`config.mk`:
```
export PLATFORM = sky130hd
export DESIGN_NAME = pwm_duty_sequencer
export DESIGN_NICKNAME = d
export VERILOG_FILES = /design/src/rtl/pwm_pkg.sv /design/src/rtl/pwm_step_prescaler.sv /design/src/rtl/pwm_duty_sequencer.sv
export SDC_FILE = /design/constraint.sdc
export NUM_CORES = 1
export LEC_CHECK = 0
export ABC_AREA = 0
export CORE_ASPECT_RATIO = 0.5
export CORE_MARGIN = 1
export CORE_UTILIZATION = 45
export DETAILED_ROUTE_END_ITERATION = 8
export PLACE_DENSITY = 0.66
export SLEW_MARGIN = 20
export SYNTH_ARGS = -nofsm -noshare
export SYNTH_HDL_FRONTEND = slang
export SYNTH_HIERARCHICAL = 1
export SYNTH_SLANG_ARGS = --single-unit
```
`constraint.sdc`:
```
create_clock -name clk -period 6 [get_ports clk]
set_input_delay 0.6 -clock clk [delete_from_list [all_inputs] [get_ports clk]]
set_output_delay 0.6 -clock clk [all_outputs]
set_load 0.005 [all_outputs]
```
`src/rtl/pwm_pkg.sv`:
```
// Shared constants and state encoding for the PWM block family.
// The PWM generator and the duty sequencer both import these defaults.
package pwm_pkg;

  localparam int DEF_WIDTH      = 4;
  localparam int DEF_STEP       = 2;
  localparam int DEF_PRESCALE   = 4;
  localparam int DEF_MAX_DUTY   = 14;
  localparam int DEF_RESET_DUTY = 8;

  typedef enum logic [1:0] {
    IDLE   = 2'd0,
    RAMP   = 2'd1,
    SETTLE = 2'd2
  } seq_state_e;

endpackage

```
`src/rtl/pwm_step_prescaler.sv`:
```
// Ramp-rate divider: emits a one-cycle tick after every PRESCALE enabled cycles.
// A synchronous clear restarts the count so the first tick lands PRESCALE cycles later.
module pwm_step_prescaler #(
  parameter int PRESCALE = 4
) (
  input  logic clk,
  input  logic rst,
  input  logic clear,
  input  logic enable,
  output logic tick
);

  localparam int CW = (PRESCALE > 1) ? $clog2(PRESCALE) : 1;
  localparam logic [CW-1:0] LAST = CW'(PRESCALE - 1);

  logic [CW-1:0] count;

  // NOTE: sequential state uses non-blocking (<=) so every flop samples pre-edge values.
  always_ff @(posedge clk) begin
    if (rst || clear) begin
      count <= '0;
    end else if (enable) begin
      count <= (count == LAST) ? '0 : count + CW'(1);
    end
  end

  assign tick = enable && !clear && (count == LAST);

endmodule

```
`src/rtl/pwm_duty_sequencer.sv`:
```
// Soft-start duty ramp controller: accepts absolute targets or +/-STEP nudges,
// walks the ramp value toward the target, and commits it to duty_out only on period_end.
module pwm_duty_sequencer
  import pwm_pkg::*;
#(
  parameter int WIDTH      = DEF_WIDTH,
  parameter int STEP       = DEF_STEP,
  parameter int PRESCALE   = DEF_PRESCALE,
  parameter int MAX_DUTY   = DEF_MAX_DUTY,
  parameter int RESET_DUTY = DEF_RESET_DUTY
) (
  input  logic             clk,
  input  logic             rst,
  input  logic             period_end,
  input  logic             target_valid,
  input  logic [WIDTH-1:0] target_duty,
  output logic             target_ready,
  input  logic             duty_inc,
  input  logic             duty_dec,
  output logic [WIDTH-1:0] duty_out,
  output logic             busy,
  output logic             at_target
);

  localparam logic [WIDTH:0]   STEP_X  = (WIDTH + 1)'(STEP);
  localparam logic [WIDTH:0]   MAX_X   = (WIDTH + 1)'(MAX_DUTY);
  localparam logic [WIDTH-1:0] STEP_W  = WIDTH'(STEP);
  localparam logic [WIDTH-1:0] MAX_W   = WIDTH'(MAX_DUTY);
  localparam logic [WIDTH-1:0] RESET_W = WIDTH'(RESET_DUTY);

  seq_state_e       state;
  logic [WIDTH-1:0] target;
  logic [WIDTH-1:0] cur;

  logic             ramp_active;
  logic             step_tick;

  logic             req_any;
  logic [WIDTH-1:0] req_target;
  logic [WIDTH:0]   cur_x;
  logic [WIDTH:0]   sum_x;
  logic [WIDTH:0]   ext_x;

  logic             step_up;
  logic [WIDTH-1:0] gap;
  logic [WIDTH-1:0] stride;
  logic [WIDTH-1:0] cur_stepped;

  assign ramp_active = (state == RAMP);

  pwm_step_prescaler #(
    .PRESCALE (PRESCALE)
  ) u_prescaler (
    .clk    (clk),
    .rst    (rst),
    .clear  (!ramp_active),
    .enable (ramp_active),
    .tick   (step_tick)
  );

  // Request decode; priority target_valid > duty_inc > duty_dec. The extra
  // top bit keeps the saturating add and the floor compare free of wrap-around.
  // NOTE: every always_comb output gets a default first so no path infers a latch.
  always_comb begin
    cur_x      = {1'b0, cur};
    ext_x      = {1'b0, target_duty};
    sum_x      = cur_x + STEP_X;
    req_any    = target_valid || duty_inc || duty_dec;
    req_target = cur;
    if (target_valid) begin
      req_target = (ext_x > MAX_X) ? MAX_W : target_duty;
    end else if (duty_inc) begin
      req_target = (sum_x > MAX_X) ? MAX_W : sum_x[WIDTH-1:0];
    end else if (duty_dec) begin
      req_target = (cur_x >= STEP_X) ? cur - STEP_W : '0;
    end
  end

  // One ramp step: move by STEP, or by the remaining gap if that is smaller.
  always_comb begin
    step_up     = (target > cur);
    gap         = step_up ? (target - cur) : (cur - target);
    stride      = (gap > STEP_W) ? STEP_W : gap;
    cur_stepped = step_up ? (cur + stride) : (cur - stride);
  end

  always_ff @(posedge clk) begin
    if (rst) begin
      state        <= IDLE;
      target       <= RESET_W;
      cur          <= RESET_W;
      duty_out     <= RESET_W;
      busy         <= 1'b0;
      at_target    <= 1'b1;
      target_ready <= 1'b1;
    end else begin
      // The comparator only ever sees period-aligned updates; a step landing
      // on the same edge is committed at the following period_end.
      if (period_end) begin
        duty_out <= cur;
      end

      case (state)
        IDLE: begin
          if (req_any) begin
            target <= req_target;
            if (req_target != cur) begin
              state        <= RAMP;
              busy         <= 1'b1;
              at_target    <= 1'b0;
              target_ready <= 1'b0;
            end
          end
        end

        RAMP: begin
          if (step_tick) begin
            cur <= cur_stepped;
            if (cur_stepped == target) begin
              state <= SETTLE;
            end
          end
        end

        SETTLE: begin
          // duty_out picks up the final cur on this same edge.
          if (period_end) begin
            state        <= IDLE;
            busy         <= 1'b0;
            at_target    <= 1'b1;
            target_ready <= 1'b1;
          end
        end

        default: begin
          state        <= IDLE;
          busy         <= 1'b0;
          at_target    <= 1'b1;
          target_ready <= 1'b1;
        end
      endcase
    end
  end

endmodule

```
# After elaboration in Yosys (flattened, before gate mapping)
# Cells that the tools add are included.
# classes
addsub,7
magnitude_cmp,5
n_eq_ne,10
mux,24
bitwise_logic,1
reduce_logical,10
# ops
cell,count
$mux W4,9
$mux W2,6
$sub A4 B4 Y4,3
$mux W1,6
$ne A2 B2 Y1 const B,3
$pmux W1 S3,2
$pmux W2 S3,1
$add A4 B2 Y5 const B,1
$gt A5 B4 Y1 const B,1
$reduce_and A5 Y1,1
$add A4 B4 Y4,1
$eq A2 B2 Y1 const B,2
$eq A4 B4 Y1,1
$ge A4 B2 Y1 const B,1
$gt A4 B2 Y1 const B,1
$gt A4 B4 Y1,1
$gt A4 B4 Y1 const B,1
$ne A2 B1 Y1 const B,2
$ne A4 B4 Y1,1
$reduce_and A2 Y1,2
$reduce_and A4 Y1,1
$sub A4 B2 Y4 const B,1
$logic_or A1 B1 Y1,3
$add A2 B1 Y2 const B,1
other kinds (5),5
# word_totals
register_bits,18

# Depth between registers and ports, before layout
# logic_depth
ltp_word,10
depth_mapped,19
mapped_depth_nobuf,19

# Hierarchy
# The synthesis kept the hierarchy.
# by_module_without_submodules
module,instances,cells_each,area_per_inst_um2
pwm_duty_sequencer,1,182,1497.7
pwm_step_prescaler,1,9,103.8

# Least setup slack after synthesis
# Ideal clock, no wire load.
# synth_path
kind,register to register
from,register target[2]
to,register state[1]
setup_ps,120
arrival_time_ps,3825
t_required_ps,5880
slack_ps,2055
stages_incl_launch_ff,18
n_path_buf,0
period_less_slack_ps,3945
path_cell_list,dfxtp_1 -> inv_1 -> ha_1 -> nor2b_1 -> o21a_1 -> o21ai_1 -> o2111ai_1 -> o21a_1 -> or2_2 -> ha_1 -> or2_2 -> ha_1 -> a21oi_1 -> o21ai_0 -> xnor2_1 -> or3_1 -> and3_1 -> a211o_1
# synth_via
elab_chain_cells,9
word_cells_on_any_way,12
cone_classes,add/sub: 4; order compare: 2; eq/ne: 2; mux: 3; reduce/logical: 1
# synth_lines
item,line_no,text
"start, declared",pwm_duty_sequencer.sv:32,logic [WIDTH-1:0] target;
"start signal, assigned",pwm_duty_sequencer.sv:106,target <= req_target;
$sub A4 B4 Y4 / $gt A4 B4 Y1 (equally long branches),"pwm_duty_sequencer.sv:82, pwm_duty_sequencer.sv:81",
$mux W4,pwm_duty_sequencer.sv:82,gap = step_up ? (target - cur) : (cur - target);
$gt A4 B2 Y1,pwm_duty_sequencer.sv:83,stride = (gap > STEP_W) ? STEP_W : gap;
$mux W4,pwm_duty_sequencer.sv:83,
$sub A4 B4 Y4 / $add A4 B4 Y4 (equally long branches),pwm_duty_sequencer.sv:84,cur_stepped = step_up ? (cur + stride) : (cur - stride);
$mux W4,pwm_duty_sequencer.sv:84,
$eq A4 B4 Y1 *,pwm_duty_sequencer.sv:119,if (cur_stepped == target) begin
$ne A2 B1 Y1 (no source line) *,-,
$reduce_and A5 Y1 (no source line) *,-,
"end signal, assigned",pwm_duty_sequencer.sv:89,state <= IDLE;
"end signal, assigned",pwm_duty_sequencer.sv:120,state <= SETTLE;
"end signal, assigned",pwm_duty_sequencer.sv:128,state <= IDLE;
"end, declared",pwm_duty_sequencer.sv:31,seq_state_e state;
# Every way passes the cells marked *; elsewhere a longest branch is shown, timed or not.
# A chain may end at the register's enable or synchronous reset.

# Final worst setup path
# layout_path
from,register cur[2]
to,register state[1]
# layout_via
elab_chain_cells,9
word_cells_on_any_way,23
cone_classes,add/sub: 6; order compare: 4; eq/ne: 4; mux: 8; reduce/logical: 1
# layout_lines
item,line_no,text
"start, declared",pwm_duty_sequencer.sv:33,logic [WIDTH-1:0] cur;
"start signal, assigned",pwm_duty_sequencer.sv:118,cur <= cur_stepped;
$sub A4 B4 Y4 / $gt A4 B4 Y1 (equally long branches),"pwm_duty_sequencer.sv:82, pwm_duty_sequencer.sv:81",
$mux W4,pwm_duty_sequencer.sv:82,
$gt A4 B2 Y1,pwm_duty_sequencer.sv:83,
$mux W4,pwm_duty_sequencer.sv:83,
$sub A4 B4 Y4 / $add A4 B4 Y4 (equally long branches),pwm_duty_sequencer.sv:84,
$mux W4,pwm_duty_sequencer.sv:84,
$eq A4 B4 Y1,pwm_duty_sequencer.sv:119,
$ne A2 B1 Y1 (no source line),-,
$reduce_and A5 Y1 (no source line) *,-,
# Marks and branches as above.

==> results.tsv <==
metric	value	unit
detailed placement HPWL	2841	µm
die area	3816	µm²
Clk pwr share	28.8	%
P per Cell Area	191.8	nW/µm²
met1 Track Usage GR	29.37	%
GR Overflow Total	0	
Syn. warnings	6	
hold bufs inserted after CTS	0	
final wirelength	3698	µm
critical path type	flip-flop to flip-flop	
setup bufs post-CTS	0	
leakage	0.7564	nW
sequential fraction of the synthesis area	22.50	%
Avg WL per Cell	14.91	µm
Ports	17	
width of the die	86.37	µm
Clock transition at path regs	0.07	ns
core footprint	3188	µm²
Clock Tree Buf Depth	2	
met3 Usage GRT	4.104	%
outcome	complete, no violations	
RSZ-0062 raised after global routing	no	
layout cell share with drive strength beyond 1	7.500	%
final period utilization	75.11	%
max-capacitance violation count	0	
Synth area leader	dfxtp_1	
# DRC	0	
DR vias	1417	
main flop type after synthesis	dfxtp_1	
Netlist cell types	57	
area of the multi-input gates	1130	µm²
Slew headroom	45.28	%
Buffers on Ports	16	
setup ws final	1.493	ns
initial antenna violation count	0	
fin. max-slew vios	0	
Synth area leaders	dfxtp_1 23%, ha_1 12%, nor2_1 4.0%, fa_1 3.8%, inv_1 3.5%	
Mean Syn Cell Area	8.385	µm²
ANT cells	0	
vias per cell	5.714	
Pre-Repair DR Iteration Count	4	
Register Area	360.3	µm²
Worst EP required	6.15	ns
CP max FO	14	
Root Buffer Master	clkbuf_8	
Rows	14	
all-layer global routing usage	21.63	%
Routed Antenna Nets	0	
Psw	0.1087	mW
Tmin final	4.507	ns
H-tree Lvls	1	
# fillers	310	
Int Pwr	0.2414	mW
endpoints failing hold	0	
global-route wire length before repair	6258	µm
Place WS	1.535	ns
CP arrival	4.65	ns
switch share	31.05	%
post-CTS sizing	0	
Layout area overhead	13.98	%
Comb power frac	34.3	%
Sink Count	18	
final RePlAce weighted congestion	0.8624	
CTS tree	yes	
Die H	44.19	µm
vias in the first global route	1290	
flop and latch count out of synthesis	18	
Clock Skew	0.003852	ns
worst skew pair latency	0.26	ns
Final Total Pwr	0.3502	mW
post-synth net total	219	
synthesized cell area	1602	µm²
DR iter-0 viols	85	
Tightest Hold Check Type	flip-flop to flip-flop	
Worst Tran Pin Value	0.8139	ns
Final setup viols	0	
nets@finish	229	
Setup TNS	0	ns
Flop pwr share	36.9	%
total CTS buffers	3	
largest net degree at the start of global routing	20	
ys async rst share	0	%
Startpoint Class	flip-flop	
number of synthesized flops with an enable pin	0	
gr busiest metal	met2	
Max VDD drop	79.32	µV
Synth top area share	22.50	%
Max Fclk	0.2219	GHz
synthesized instance count	191	
Worst setup EP type	flip-flop	
met2 GRT Util	36.35	%
Initial Util	50.24	%
-- critical path, cell delays in order (launching register included) --
cell,delay [ns]
dfxtp_1,0.63
ha_1,0.40
nor2b_1,0.18
o21a_1,0.16
o21ai_1,0.34
o2111ai_1,0.20
o21a_1,0.17
or2_2,0.28
ha_1,0.17
or2_2,0.30
ha_1,0.33
a21oi_1,0.15
o21ai_0,0.11
xnor2_1,0.19
or3_1,0.38
and3_1,0.17
a211o_1,0.25
-- cells in the final DEF (no fill, tap or decap), drive strengths merged, types with 2 or more instances in the layout --
cell	n
nand2	7
and3b	4
fa	3
dfxtp	18
o21a	4
nor2	18
clkbuf	4
ha	15
or2	3
a221oi	4
o211a	2
xnor2	6
nand2b	4
and3	2
a21oi	4
nor3	3
a211o	2
nor2b	4
inv	16
and2	2
clkdlybuf4s50	16
nor3b	3
a21boi	2
a211oi	8
nand3	6
nand4	2
mux2i	5
a31oi	3
o211ai	2
o21ai	8
-- state kept, by name (all words and copies together) (netlist names) --
signal	flops
cur	4
duty_out	4
target	4
state	2
u_prescaler/count	2
at_target	1
busy	1
-- worst paths after layout --
| kind | startpoint | depth (start not counted) | slack [ns] | endpoint |
|---|---|---|---|---|
| setup / recovery | cur[2]$_SDFFE_PP0P_ | 16 | 1.49 | state[1]$_SDFFE_PP0P_ |
| hold / removal | duty_out[3]$_SDFFE_PP1P_ | 2 | 0.48 | duty_out[3]$_SDFFE_PP1P_ |
| setup reg to reg | cur[2]$_SDFFE_PP0P_ | 16 | 1.49 | state[1]$_SDFFE_PP0P_ |
| hold reg to reg | duty_out[3]$_SDFFE_PP1P_ | 2 | 0.48 | duty_out[3]$_SDFFE_PP1P_ |
-- Yosys cell counts (2+ instances only) --
cell type,n
o21a_1,4
nand4_1,2
o211ai_1,2
mux2i_1,5
or2_2,3
nor2_1,17
buf_2,5
nand2b_1,3
xnor2_1,6
and3b_1,4
fa_1,3
clkbuf_1,5
o211a_1,2
a211oi_1,7
inv_1,15
and3_1,2
a31oi_1,3
and2_1,2
a211o_1,2
nand2_1,7
nor3_1,3
nor2b_1,4
a21oi_1,4
a21boi_0,2
o21ai_0,7
nor3b_1,2
ha_1,15
a221oi_1,4
nand3_1,6
dfxtp_1,18
-- power groups by stage --
| stage | Combinational (mW) | Clock, mW | Sequential [mW] |
|---|---|---|---|
| after CTS | 0.120 | 0.103 | 0.129 |
| final | 0.120 | 0.101 | 0.129 |
| after global routing | 0.134 | 0.109 | 0.130 |
| after detailed placement | 0.119 | 0 | 0.132 |
| after floorplan | 0.0906 | 0 | 0.131 |
| after global placement | 0.117 | 0 | 0.132 |
-- logic make-up after synthesis --
logic type	count (synthesis)	share of synthesized area (%)
flip-flops	18	22.50
XOR/XNOR	8	5.234
multiplexers	5	3.125
AND/OR/NAND/NOR	65	23.05
buffers and inverters	27	6.953
adder cells (fa/ha/maj)	18	15.47
AO/OA/AOI/OAI	50	23.67
-- metrics by stage --
step                instances  hold slack (ns)  utilization, %  cell area, µm²
floorplan                 191           0.4663               -            1602
global placement          244           0.4549           55.53            1770
detailed placement        244           0.4614           55.53            1770
CTS                       248           0.4805           57.26            1826
global route              248           0.5267           57.26            1826
finish                    248           0.4764           57.26            1826
-- metal layers --
layer / vias up / part of all wire (%)
li1: 704 / -
met1: 656 / 48
met2: 51 / 44
met3: 6 / 6.5
met4: 0 / 1.3
met5: - / 0
-- cell type report --
type | count | share of cell area (%)
repair buffers | 16 | 8.773
inverters | 16 | 3.290
multi-input cells | 146 | 61.89
clock buffers | 4 | 3.016
well taps | 48 | 3.290
flip-flops and latches | 18 | 19.74
(Power assumes the default switching activity.)
